### config.mk
export PLATFORM = sky130hd
export DESIGN_NAME = pipe_stage_reg
export DESIGN_NICKNAME = d
export VERILOG_FILES = /design/src/rtl/pipe_pkg.sv /design/src/rtl/pipe_stage_reg.sv
export SDC_FILE = /design/constraint.sdc
export NUM_CORES = 1
export LEC_CHECK = 0
export CAP_MARGIN = 25
export CORE_ASPECT_RATIO = 1.25
export CORE_MARGIN = 4
export CORE_UTILIZATION = 65
export CTS_CLUSTER_SIZE = 12
export DETAILED_ROUTE_END_ITERATION = 16
export DONT_BUFFER_PORTS = 1
export HOLD_SLACK_MARGIN = 0.02
export PLACE_DENSITY_LB_ADDON = 0.08
export SETUP_SLACK_MARGIN = 0.2
export SYNTH_ARGS = -nofsm -noshare
export SYNTH_HDL_FRONTEND = slang
export SYNTH_SLANG_ARGS = --single-unit
export TNS_END_PERCENT = 20
### constraint.sdc
create_clock -name clk -period 3.65 [get_ports clk]
set_clock_uncertainty 0.2 [all_clocks]
set_input_delay 1.095 -clock clk [delete_from_list [all_inputs] [get_ports clk]]
set_output_delay 1.095 -clock clk [all_outputs]
set_load 0.01 [all_outputs]
### src/rtl/pipe_pkg.sv
// Shared pipeline-stage types: occupancy state encoding and bubble counter width.
// Latency: n/a (package only).
// Backpressure: n/a (package only).
package pipe_pkg;

   // Occupancy of a pipeline stage: nothing held, main register full, main and skid full.
   typedef enum logic [1:0] {
      EMPTY = 2'd0,
      ONE   = 2'd1,
      TWO   = 2'd2
   } pipe_state_e;

   localparam int BUBBLE_CNT_W = 16;

endpackage : pipe_pkg

### src/rtl/pipe_stage_reg.sv
// Single pipeline register stage with stall, flush and a saturating bubble counter.
// Latency: one cycle from input transfer to out_data when the stage was empty.
// Backpressure: default in_ready follows out_ready combinationally; with PIPE_SKID_EN
//    a skid entry absorbs one extra payload and in_ready depends on state only.
module pipe_stage_reg
   import pipe_pkg::*;
#(
   parameter int unsigned      WIDTH     = 32,
   parameter logic [WIDTH-1:0] NOP_VALUE = {WIDTH{1'b0}}
) (
   input  logic                    clk,
   input  logic                    rst,
   input  logic                    in_valid,
   output logic                    in_ready,
   input  logic [WIDTH-1:0]        in_data,
   output logic                    out_valid,
   input  logic                    out_ready,
   output logic [WIDTH-1:0]        out_data,
   input  logic                    stall,
   input  logic                    flush,
   output logic [BUBBLE_CNT_W-1:0] bubble_cnt
);

   localparam logic [BUBBLE_CNT_W-1:0] CNT_ONE = 'd1;
   localparam logic [BUBBLE_CNT_W-1:0] CNT_MAX = '1;

   pipe_state_e             state_q, state_d;
   logic [WIDTH-1:0]        main_q, main_d;
   logic [BUBBLE_CNT_W-1:0] bubble_q, bubble_d;
   logic                    in_xfer;
   logic                    out_xfer;

`ifdef PIPE_SKID_EN
   logic [WIDTH-1:0]        skid_q, skid_d;

   // Ready depends only on occupancy, so out_ready never reaches in_ready.
   assign in_ready = rst & ~stall & ~flush & (state_q != TWO);
`else
   // Without a skid entry a full stage can only accept when it is draining this cycle.
   assign in_ready = rst & ~stall & ~flush & ((state_q == EMPTY) | out_ready);
`endif

   // A stalled stage presents a bubble even when it holds a payload.
   assign out_valid  = (state_q != EMPTY) & ~stall;
   assign out_data   = out_valid ? main_q : NOP_VALUE;
   assign bubble_cnt = bubble_q;

   assign in_xfer  = in_valid & in_ready;
   assign out_xfer = out_valid & out_ready;

   // Next occupancy and payload movement; flush wins over everything else.
   always_comb begin
      state_d = state_q;
      main_d  = main_q;
`ifdef PIPE_SKID_EN
      skid_d  = skid_q;
`endif
      if (flush) begin
         state_d = EMPTY;
      end else begin
         case (state_q)
            EMPTY: begin
               if (in_xfer) begin
                  state_d = ONE;
                  main_d  = in_data;
               end
            end
            ONE: begin
               if (in_xfer && out_xfer) begin
                  main_d = in_data;
               end else if (out_xfer) begin
                  state_d = EMPTY;
`ifdef PIPE_SKID_EN
               end else if (in_xfer) begin
                  state_d = TWO;
                  skid_d  = in_data;
`endif
               end
            end
`ifdef PIPE_SKID_EN
            TWO: begin
               if (out_xfer) begin
                  state_d = ONE;
                  main_d  = skid_q;
               end
            end
`endif
            default: state_d = EMPTY;
         endcase
      end
   end

   // Count every cycle the output shows a bubble, holding at the maximum.
   always_comb begin
      bubble_d = bubble_q;
      if (!out_valid && (bubble_q != CNT_MAX)) begin
         bubble_d = bubble_q + CNT_ONE;
      end
   end

   // State, main payload and bubble counter registers.
   always_ff @(posedge clk or negedge rst) begin
      if (!rst) begin
         state_q  <= EMPTY;
         main_q   <= NOP_VALUE;
         bubble_q <= '0;
      end else begin
         state_q  <= state_d;
         main_q   <= main_d;
         bubble_q <= bubble_d;
      end
   end

`ifdef PIPE_SKID_EN
   // Skid payload register, only present when the extra entry is built.
   always_ff @(posedge clk or negedge rst) begin
      if (!rst) begin
         skid_q <= NOP_VALUE;
      end else begin
         skid_q <= skid_d;
      end
   end
`endif

endmodule : pipe_stage_reg

==> metrics.sh, run 1 <==
RUN_STATUS='completed'
DETAIL_ROUTE.DRC_VIOLATIONS=0
DIE_AREA_UM2=4440
DRTPASS1ITERATIONS=4
MOSTFREQUENTLAYOUTCELL='sky130_fd_sc_hd__dfrtp_1'
CRIT_PATH_TOP_DELAY_CELL='sky130_fd_sc_hd__and2_1'
START_UTIL=0.686
POST_CTS_HOLD_BUFFER_COUNT=0
PWR_DENSITY_CELL_nW_PER_UM2=582
LAYOUT-DRIVE-GT1-SHARE=0.249
POST-CTS-SETUP-BUFFER-COUNT=0
MAX-VDD-IR-DROP_uV=482
CRITICAL_PATH_PEAK_FANOUT=20
PLACEMENT.IO_BUFFERS=0
FINISH.NET_COUNT=219
FINAL_WTD_CONGESTION=0.692
POSTSYNTHREGISTERBITS=49
FP-ROW-COUNT=23
NUM-FILL-CELLS=244
CTS_HTREE_LEVELS=2
GRT_ANTENNA_BEFORE_REPAIR=0
FIRST_GLOBAL_VIAS=1401
FINAL_CORE_UTIL=0.731
GRT_MAX_DEGREE=51
SETUP-TNS-FINAL_NS=0
AREA_OF_THE_MAPPED_NETLIST_UM2=2230
TRACK_USAGE=0.201
SYN_AREA_PER_CELL_UM2=12.5
SETUP_CRIT_END_KIND='primary output'
GRT_FIRST_PASS_WIRELENGTH_UM=6500
CLK-INSERTION-DELAY-LATE_NS=0.30
POST-DP-HPWL_UM=3060
CLK_PIN_SLEW_WORST_PATHS_NS=0.09
SIGNAL_ARRIVAL_TIME_AT_THE_WORST_ENDPOINT_NS=1.76
YOSYS.CELL_TYPES.COUNT=26
HOLDWS_NS=0.278
CORE_AREA_UM2=3250
YOSYSWARNINGCOUNT=0
POSTROUTEANTENNANETS=0
DIEHEIGHT_UM=73.5
DIE_W_UM=60.4
SETUP_VIOLATIONS=0
CTS_REPAIR_RESIZE_COUNT=0
TOP_LEVEL_PORTS=88
GRT_REMAINING_OVERFLOW=0
TIMING.CRITICAL_PATH.FROM_TYPE='input pin'
MAX_SLEW.WORST_PIN.SLEW_NS=0.719
CRIT_BUF_INV=2
ACHIEVABLE-FREQUENCY_MHz=328
FINALHOLDVIOLATIONS=0
CTS_TREE='done'
CRITICAL_PATH.MAX_STAGE_DELAY_NS=0.21
CTS_BUFFERS=5
TIMING.CRITICAL_PATH.REQUIRED_NS=2.35
MAXSLEWHEADROOM=0.519
TIMING.MAX_CAP.VIOLATIONS=0
DRT-INITIAL-DRC-COUNT=30
CRIT_CHAIN='nand2b_1 > inv_1 > buf_4 > and2_1'
MOST-COMMON-LAYOUT-CELLS='sky130_fd_sc_hd__dfrtp_1, sky130_fd_sc_hd__and2_1, sky130_fd_sc_hd__mux2_2'
AVGVIACOUNTPERCELL=6.11
SYNTHESIS.NETS=217
DRT-WIRELENGTH-PER-CELL_UM=18.6
POWER.STATIC_LEAKAGE_nW=1.05
SLEW_VIOL_FINAL=0
RSZ0062_AT_GRT='false'
CELL_FAMILY_WITH_MOST_CP_DELAY='simple AND/OR/NAND/NOR gates'
DRT-TOTAL-WL_UM=4060
POST_SYNTH_INST_COUNT=178
FINALCRITICALPERIOD_NS=3.05
ROOT_BUFFER='sky130_fd_sc_hd__clkbuf_8'
NUM_VIAS=1332
CRITICALPATHCATEGORY='input pin to primary output'
POST_ROUTE_CLOCK_PERIOD_UTILIZATION=0.836
NUMBER_OF_ANTENNA_REPAIR_DIODES=0
CTS_MAX_PATH_BUFFERS=2
AREA_GROWTH_FROM_SYNTHESIS_TO_FINAL_LAYOUT_PCT=6.45
SYNTH_SEQUENTIAL_AREA_RATIO=0.549
FF2FF_SETUP_SLACK_NS=1.49
HP-CLASS='input pin to asynchronous set/reset pin'
TRITONCTS_SINKS=49
[Yosys cell counts]
| cell | n | area [µm²] |
|---|---|---|
| sky130_fd_sc_hd__and2_1 | 33 | 206 |
| sky130_fd_sc_hd__nor4b_4 | 1 | 23.8 |
| sky130_fd_sc_hd__ha_1 | 1 | 12.5 |
| sky130_fd_sc_hd__buf_6 | 1 | 11.3 |
| sky130_fd_sc_hd__nand4_1 | 9 | 56.3 |
| sky130_fd_sc_hd__mux2_2 | 32 | 360 |
| sky130_fd_sc_hd__buf_2 | 3 | 15.0 |
| sky130_fd_sc_hd__clkbuf_1 | 3 | 11.3 |
| sky130_fd_sc_hd__o2111ai_1 | 1 | 8.76 |
| sky130_fd_sc_hd__and3_1 | 2 | 12.5 |
| sky130_fd_sc_hd__or4_1 | 1 | 7.51 |
| sky130_fd_sc_hd__inv_1 | 1 | 3.75 |
| sky130_fd_sc_hd__and4_1 | 1 | 8.76 |
| sky130_fd_sc_hd__xnor2_1 | 12 | 105 |
| sky130_fd_sc_hd__mux2_4 | 1 | 15.0 |
| sky130_fd_sc_hd__nand2_2 | 1 | 6.26 |
| sky130_fd_sc_hd__nand3_1 | 6 | 30.0 |
| sky130_fd_sc_hd__nor2_1 | 4 | 15.0 |
| sky130_fd_sc_hd__nand3b_1 | 1 | 7.51 |
| sky130_fd_sc_hd__o41a_1 | 1 | 11.3 |
| sky130_fd_sc_hd__dfrtp_1 | 49 | 1230 |
| sky130_fd_sc_hd__nand2_1 | 6 | 22.5 |
| sky130_fd_sc_hd__nor2b_1 | 1 | 6.26 |
| sky130_fd_sc_hd__nor3_1 | 2 | 10.0 |
| sky130_fd_sc_hd__nand2b_1 | 2 | 12.5 |
| sky130_fd_sc_hd__xor2_1 | 3 | 26.3 |
[cell families after synthesis]
family          synth area share
flops                      0.549
buf+inv                   0.0185
compound gates           0.00897
simple gates               0.191
mux                        0.168
xor+xnor                  0.0589
fa+ha+maj                0.00560
[flip-flops by register name, indices dropped and copies added, names as in the netlist]
| signal | count |
|---|---|
| bubble_cnt | 16 |
| main_q | 32 |
| state_q | 1 |
[routing by layer]
metal	share of wire	up-vias	track usage
met4	0.016	0	0.0843
met3	0.090	7	0.0650
met1	0.36	648	0.219
met2	0.54	57	0.353
li1	-	620	-
met5	0	-	0
[final timing paths]
kind | start | end | depth (start not counted)
min in group clk | main_q[12] | main_q[12] | 1
hold reg to reg | main_q[12] | main_q[12] | 1
setup reg to reg | state_q[0] | main_q[5] | 4
max in group asynchronous | rst | main_q[17] | 0
setup / recovery | stall | out_data[11] | 4
hold / removal | rst | main_q[1] | 0
[area by class of cell]
type / instances / area, µm² / share of cell area
clock buffer: 6 / 82.6 / 0.0348
clock inverter: 2 / 37.5 / 0.0158
inverter: 1 / 3.75 / 0.00158
multi-input combinational: 121 / 965 / 0.406
sequential: 49 / 1230 / 0.516
tap: 37 / 46.3 / 0.0195
timing repair buffer: 2 / 15.0 / 0.00632
[power breakdown]
| group | total [mW] | switching [mW] | internal, mW |
|---|---|---|---|
| clock network | 0.394 | 0.171 | 0.223 |
| logic | 0.198 | 0.0729 | 0.125 |
| registers | 0.792 | 0.128 | 0.664 |
[worst reg2reg max path, stage by stage (launching register included)]
cell	delay, ns
sky130_fd_sc_hd__dfrtp_1	0.40
sky130_fd_sc_hd__nor2b_1	0.16
sky130_fd_sc_hd__nor4b_4	0.33
sky130_fd_sc_hd__nand2_2	0.50
sky130_fd_sc_hd__mux2_2	0.47
[metrics by stage]
step / setup slack, ns / power [mW] / instance area (µm²) / instances
2_1_floorplan: 0.505 / 0.946 / 2230 / 178
4_1_cts: 0.584 / 1.40 / 2380 / 218
3_3_place_gp: 0.616 / 0.983 / 2260 / 210
3_5_place_dp: 0.584 / 1.01 / 2260 / 210
5_1_grt: 0.523 / 1.47 / 2380 / 218
6_report: 0.598 / 1.38 / 2380 / 218
Power figures use the tool's default switching activity.
==> inputs of run 2 (changes only) <==
--- a/config.mk
+++ b/config.mk
@@ -8,7 +8,7 @@
 export CAP_MARGIN = 25
 export CORE_ASPECT_RATIO = 1.25
 export CORE_MARGIN = 4
-export CORE_UTILIZATION = 65
+export CORE_UTILIZATION = 56
 export CTS_CLUSTER_SIZE = 12
 export DETAILED_ROUTE_END_ITERATION = 16
 export DONT_BUFFER_PORTS = 1
==> constraint.sdc (replaced) <==
create_clock -name clk -period 2.53 [get_ports clk]
set_clock_uncertainty 0.2 [all_clocks]
set_input_delay 0.759 -clock clk [delete_from_list [all_inputs] [get_ports clk]]
set_output_delay 0.759 -clock clk [all_outputs]
set_load 0.01 [all_outputs]
==> metrics.sh, run 2 (synthesis results as in run 1) <==
DRT-WIRELENGTH-PER-CELL_UM=18.1  # -2.9%
MAX_SLEW.WORST_PIN.SLEW_NS=0.375  # -0.344 ns
FINAL_WTD_CONGESTION=0.757  # +9.4%
POST-DP-HPWL_UM=2980  # -2.8%
FINALHOLDVIOLATIONS=0  # unchanged
START_UTIL=0.585  # -0.101
CTS_TREE='done'
FINAL_CORE_UTIL=0.684  # -0.0471
MET2_TRACK_USAGE_GR=0.278  # -0.0755
TRACK_USAGE=0.166  # -0.0350
POSTROUTEANTENNANETS=0  # unchanged
CLK_PIN_SLEW_WORST_PATHS_NS=0.09  # about the same
DRT-TOTAL-WL_UM=4360  # +7.3%
DIEHEIGHT_UM=78.6  # +6.9%
MAX-VDD-IR-DROP_uV=449  # -6.9%
GROUTE.LAYER.MET3.USAGE=0.0715  # +0.00650
NUMBER_OF_ANTENNA_REPAIR_DIODES=0  # unchanged
HP-CLASS='input pin to asynchronous set/reset pin'
ROOT_BUFFER='sky130_fd_sc_hd__clkbuf_8'
NUM_VIAS=1361  # +2.2%
RUN_STATUS='completed'
DRT-INITIAL-DRC-COUNT=38  # +27%
POST_ROUTE_CLOCK_PERIOD_UTILIZATION=0.900
CRITICALPATHCATEGORY='input pin to primary output'
MOSTFREQUENTLAYOUTCELL='sky130_fd_sc_hd__dfrtp_1'
TIMING.MAX_CAP.VIOLATIONS=0  # unchanged
FP-ROW-COUNT=25  # +8.7%
SIGNAL_ARRIVAL_TIME_AT_THE_WORST_ENDPOINT_NS=1.32  # -0.44 ns
LAYOUT_SETUP_WS_NS=0.252  # -0.346 ns
TIMING.CRITICAL_PATH.FROM_TYPE='input pin'
GRT_REMAINING_OVERFLOW=0  # unchanged
SETUP_VIOLATIONS=0  # unchanged
TOP_LEVEL_PORTS=88  # unchanged
AREA_GROWTH_FROM_SYNTHESIS_TO_FINAL_LAYOUT_PCT=16.9
POWER.STATIC_LEAKAGE_nW=1.15  # +9.5%
GRT_MAX_DEGREE=50  # -2.0%
CTS_MAX_PATH_BUFFERS=2  # unchanged
PWR_DENSITY_CELL_nW_PER_UM2=783  # +34%
REGMOSTFLOPS='main_q'
MOST-COMMON-LAYOUT-CELLS='sky130_fd_sc_hd__dfrtp_1, sky130_fd_sc_hd__mux2_2, sky130_fd_sc_hd__and2_4'
DIE_W_UM=64.5  # +6.7%
MAXSLEWHEADROOM=0.750  # +0.231
DP_WORST_SETUP_SLACK_NS=0.173  # -0.411 ns
CTS_HTREE_LEVELS=2  # unchanged
DIE_AREA_UM2=5070  # +14%
FIRST_GLOBAL_VIAS=1372  # -2.1%
SETUP_CRIT_END_KIND='primary output'
DETAIL_ROUTE.DRC_VIOLATIONS=0  # unchanged
GRT_FIRST_PASS_WIRELENGTH_UM=6490  # -0.20%
LAYOUT-DRIVE-GT1-SHARE=0.433  # +0.185
SLEW_VIOL_FINAL=0  # unchanged
GRT_UTIL_MET1=0.192  # -0.0267
TOP_USAGE_LAYER='met2'
CORE_AREA_UM2=3820  # +17%
TRITONCTS_SINKS=49  # unchanged
PLACEMENT.IO_BUFFERS=0  # unchanged
ACHIEVABLE-FREQUENCY_MHz=439
GRT_ANTENNA_BEFORE_REPAIR=0  # unchanged
AVGVIACOUNTPERCELL=5.65  # -7.6%
CTS_BUFFERS=5  # unchanged
POWER.TOTAL_mW=2.04  # +48%
LARGEST_REG_FLOPS=32  # unchanged
RSZ0062_AT_GRT='false'
CLK-INSERTION-DELAY-LATE_NS=0.29  # about the same
DRTPASS1ITERATIONS=4  # unchanged
FF2FF_SETUP_SLACK_NS=0.38  # -1.11 ns
FINALCRITICALPERIOD_NS=2.28
CRITICAL_PATH_PEAK_FANOUT=8  # -60%
TIMING.CRITICAL_PATH.REQUIRED_NS=1.57  # -0.78 ns
FINISH.NET_COUNT=225  # +2.7%
SETUP-TNS-FINAL_NS=0  # unchanged
[run 2: cell types whose count changed in the layout (fill, tap and decap cells not counted), moves of 2 or more]
cell | previous run | this run
sky130_fd_sc_hd__clkbuf_16 | 0 | 2
sky130_fd_sc_hd__and2_1 | 33 | 5
sky130_fd_sc_hd__and2_4 | 0 | 28
sky130_fd_sc_hd__buf_12 | 0 | 2
[run 2: path summary, 6_finish.rpt]
kind                          startpoint            end  cells past startpoint
setup / recovery                   stall   out_data[27]                      4
min in group clk               main_q[8]      main_q[8]                      1
hold / removal                       rst     main_q[12]                      1
max in group asynchronous            rst     main_q[26]                      1
hold reg to reg                main_q[8]      main_q[8]                      1
setup reg to reg           bubble_cnt[1]  bubble_cnt[1]                      4
[run 2: per-stage QoR]
step	hold slack [ns]	cell area [µm²]	instances
after floorplan	0.263	2240	178
after global placement	0.265	2310	228
after detailed placement	0.265	2310	228
after CTS	0.0999	2460	237
after global routing	0.0974	2610	241
final	0.0928	2610	241
[run 2: repair_timing]
action	in CTS	in global routing
setup endpoints to repair	32	33
buffers inserted	0	1
gates cloned	0	3
gates resized for setup	1	31
hold buffers	1	0
hold endpoints to repair	49	0
[run 2: final cells by class]
type | instances | area (µm²)
clock buffers | 6 | 82.6
repair buffers | 8 | 144
fillers | 301 | 1210
flip-flops and latches | 49 | 1230
inverters | 1 | 8.76
clock inverters | 2 | 37.5
multi-input cells | 121 | 1040
well taps | 54 | 67.6
[run 2: critical path, stage by stage]
cell and delay (ns):
sky130_fd_sc_hd__nand2b_4 0.12, sky130_fd_sc_hd__clkinv_4 0.09, sky130_fd_sc_hd__clkbuf_16 0.17, sky130_fd_sc_hd__and2_4 0.17
[run 2: power breakdown]
| group | internal (mW) | total [mW] | switching, mW |
|---|---|---|---|
| Sequential | 0.958 | 1.15 | 0.189 |
| Combinational | 0.204 | 0.329 | 0.125 |
| Clock | 0.321 | 0.566 | 0.244 |
| Total | 1.48 | 2.04 | 0.558 |
[run 2: routing by layer]
layer,part of all wire,vias to the layer above,wire (µm)
li1,-,627,-
met1,0.38,666,1660
met2,0.51,63,2210
met3,0.10,5,442
met4,0.011,0,48
met5,0,-,0
==> inputs of run 3 (changes only) <==
--- a/config.mk
+++ b/config.mk
@@ -8,7 +8,7 @@
 export CAP_MARGIN = 25
 export CORE_ASPECT_RATIO = 1.25
 export CORE_MARGIN = 4
-export CORE_UTILIZATION = 56
+export CORE_UTILIZATION = 62
 export CTS_CLUSTER_SIZE = 12
 export DETAILED_ROUTE_END_ITERATION = 16
 export DONT_BUFFER_PORTS = 1
==> constraint.sdc (replaced) <==
create_clock -name clk -period 2.6 [get_ports clk]
set_clock_uncertainty 0.2 [all_clocks]
set_input_delay 0.78 -clock clk [delete_from_list [all_inputs] [get_ports clk]]
set_output_delay 0.78 -clock clk [all_outputs]
set_load 0.01 [all_outputs]
==> metrics.sh, run 3 (synthesis results as in run 1) <==
RUN_STATUS='completed'
DPL-INSTANCE-AREA_UM2=2280  # -1.4%
POST-DP-HPWL_UM=2850  # -4.3%
FINAL_WTD_CONGESTION=0.736  # -2.8%
ACHIEVABLE-FREQUENCY_MHz=422
GRT_ANTENNA_BEFORE_REPAIR=0  # unchanged
START_UTIL=0.641  # +0.0559
DETAIL_ROUTE.DRC_VIOLATIONS=0  # unchanged
CLK-INSERTION-DELAY-LATE_NS=0.30  # about the same
MOST-COMMON-LAYOUT-CELLS='sky130_fd_sc_hd__dfrtp_1, sky130_fd_sc_hd__and2_4, sky130_fd_sc_hd__mux2_2'
AREA_GROWTH_FROM_SYNTHESIS_TO_FINAL_LAYOUT_PCT=15.6
CLK_PIN_SLEW_WORST_PATHS_NS=0.09  # about the same
MAXSLEWHEADROOM=0.738  # -0.0119
CTS_MAX_PATH_BUFFERS=2  # unchanged
POWER.TOTAL_mW=1.87  # -8.2%
DRT-INITIAL-DRC-COUNT=36  # -5.3%
TRITONCTS_SINKS=49  # unchanged
WORSTREG2REGSTART='bubble_cnt[0]'
POST_ROUTE_CLOCK_PERIOD_UTILIZATION=0.910
GRT_FIRST_PASS_WIRELENGTH_UM=5960  # -8.1%
SIGNAL_ARRIVAL_TIME_AT_THE_WORST_ENDPOINT_NS=1.39  # +0.07 ns
FINALHOLDVIOLATIONS=0  # unchanged
NUM_VIAS=1368  # +0.51%
ROOT_BUFFER='sky130_fd_sc_hd__clkbuf_8'
TIMING.CRITICAL_PATH.FROM_TYPE='input pin'
MAX_SLEW.WORST_PIN.SLEW_NS=0.393  # +0.0178 ns
AVGVIACOUNTPERCELL=6.03  # +6.7%
CRITICALPATHCATEGORY='input pin to primary output'
REGMOSTFLOPS='main_q'
HP-CLASS='input pin to asynchronous set/reset pin'
DIEHEIGHT_UM=75.1  # -4.5%
TIMING.CRITICAL_PATH.REQUIRED_NS=1.62  # +0.05 ns
DIE_AREA_UM2=4630  # -8.6%
FP-ROW-COUNT=24  # -4.0%
CTS_TREE='done'
SETUP_CRIT_END_KIND='primary output'
PLACEMENT.IO_BUFFERS=0  # unchanged
CRITICAL_PATH.STARTPOINT='stall'
R2R.WORST_PATH.CELLS=4  # unchanged
POWER.STATIC_LEAKAGE_nW=1.15  # about the same
POSTROUTEANTENNANETS=0  # unchanged
DIE_W_UM=61.7  # -4.4%
TRACK_USAGE=0.175  # +0.00892
SLEW_VIOL_FINAL=0  # unchanged
NUMBER_OF_ANTENNA_REPAIR_DIODES=0  # unchanged
TOP_LEVEL_PORTS=88  # unchanged
RSZ0062_AT_GRT='false'
SETUP_VIOLATIONS=0  # unchanged
CTS_HTREE_LEVELS=2  # unchanged
FINAL_DESIGN_AREA_NO_FILL_UM2=2580  # -1.1%
GRT_MAX_DEGREE=50  # unchanged
FINISH.NET_COUNT=226  # +0.44%
LAYOUT-DRIVE-GT1-SHARE=0.457  # +0.0243
CTS_BUFFERS=5  # unchanged
FF2FF_SETUP_SLACK_NS=0.44  # +0.06 ns
CORE_AREA_UM2=3480  # -8.7%
MAX-VDD-IR-DROP_uV=581  # +30%
FIRST_GLOBAL_VIAS=1362  # -0.73%
SETUP-TNS-FINAL_NS=0  # unchanged
DRT-TOTAL-WL_UM=4130  # -5.3%
DRT-WIRELENGTH-PER-CELL_UM=18.2  # +0.49%
CRITICAL_PATH_PEAK_FANOUT=8  # unchanged
CRIT_PATH_END='out_data[15]'
PWR_DENSITY_CELL_nW_PER_UM2=726  # -7.3%
MOSTFREQUENTLAYOUTCELL='sky130_fd_sc_hd__dfrtp_1'
DRTPASS1ITERATIONS=4  # unchanged
GRT_REMAINING_OVERFLOW=0  # unchanged
FINALCRITICALPERIOD_NS=2.37
TIMING.MAX_CAP.VIOLATIONS=0  # unchanged
CRIT-REG2REG-CAPTURE='bubble_cnt[1]'
LARGEST_REG_FLOPS=32  # unchanged
[run 3: cell type report]
type | count | area, µm²
clock inverters | 3 | 21.3
fillers | 249 | 902
flip-flops and latches | 49 | 1230
repair buffers | 9 | 158
inverters | 1 | 6.26
multi-input cells | 121 | 1050
clock buffers | 5 | 68.8
well taps | 39 | 48.8
[run 3: worst min path at each step]
| stage | from | end | slack, ns |
|---|---|---|---|
| global route | rst | bubble_cnt[2] | 0.13 |
| detailed placement | main_q[7] | main_q[7] | 0.28 |
| global placement | main_q[5] | main_q[5] | 0.28 |
| finish | rst | main_q[27] | 0.13 |
| floorplan | main_q[27] | main_q[27] | 0.27 |
| CTS | rst | main_q[6] | 0.13 |
[run 3: where the power goes]
| part | leakage, nW | switching (mW) | internal (mW) |
|---|---|---|---|
| Combinational | 0.498 | 0.119 | 0.200 |
| Sequential | 0.607 | 0.184 | 0.932 |
| Clock | 0.0445 | 0.246 | 0.191 |
[run 3: critical path, cell delays in order]
cell,delay [ns]
sky130_fd_sc_hd__nand2b_4,0.14
sky130_fd_sc_hd__inv_4,0.08
sky130_fd_sc_hd__buf_6,0.10
sky130_fd_sc_hd__clkbuf_16,0.13
sky130_fd_sc_hd__and2_4,0.15
[run 3: timing repair]
item,4_1_cts,5_1_grt
resized for setup,4,41
pin swaps,0,0
buffers inserted,0,4
setup endpoints to repair,23,32
endpoints found under the hold margin,49,0
gates cloned,0,1
hold buffers,1,0
[run 3: through the flow]
step	instances	hold WS, ns	setup WS (ns)	util
2_1_floorplan	178	0.270	0.172	-
3_3_place_gp	213	0.278	0.180	0.654
3_5_place_dp	213	0.285	0.147	0.654
4_1_cts	222	0.125	0.169	0.691
5_1_grt	227	0.127	0.204	0.741
6_report	227	0.125	0.233	0.741
[run 3: per-layer routing]
metal,vias up,share of wire,global-route usage
met3,6,0.091,0.0566
met2,60,0.52,0.293
li1,628,-,-
met4,0,0.0087,0.0495
met1,674,0.38,0.215
met5,-,0,0
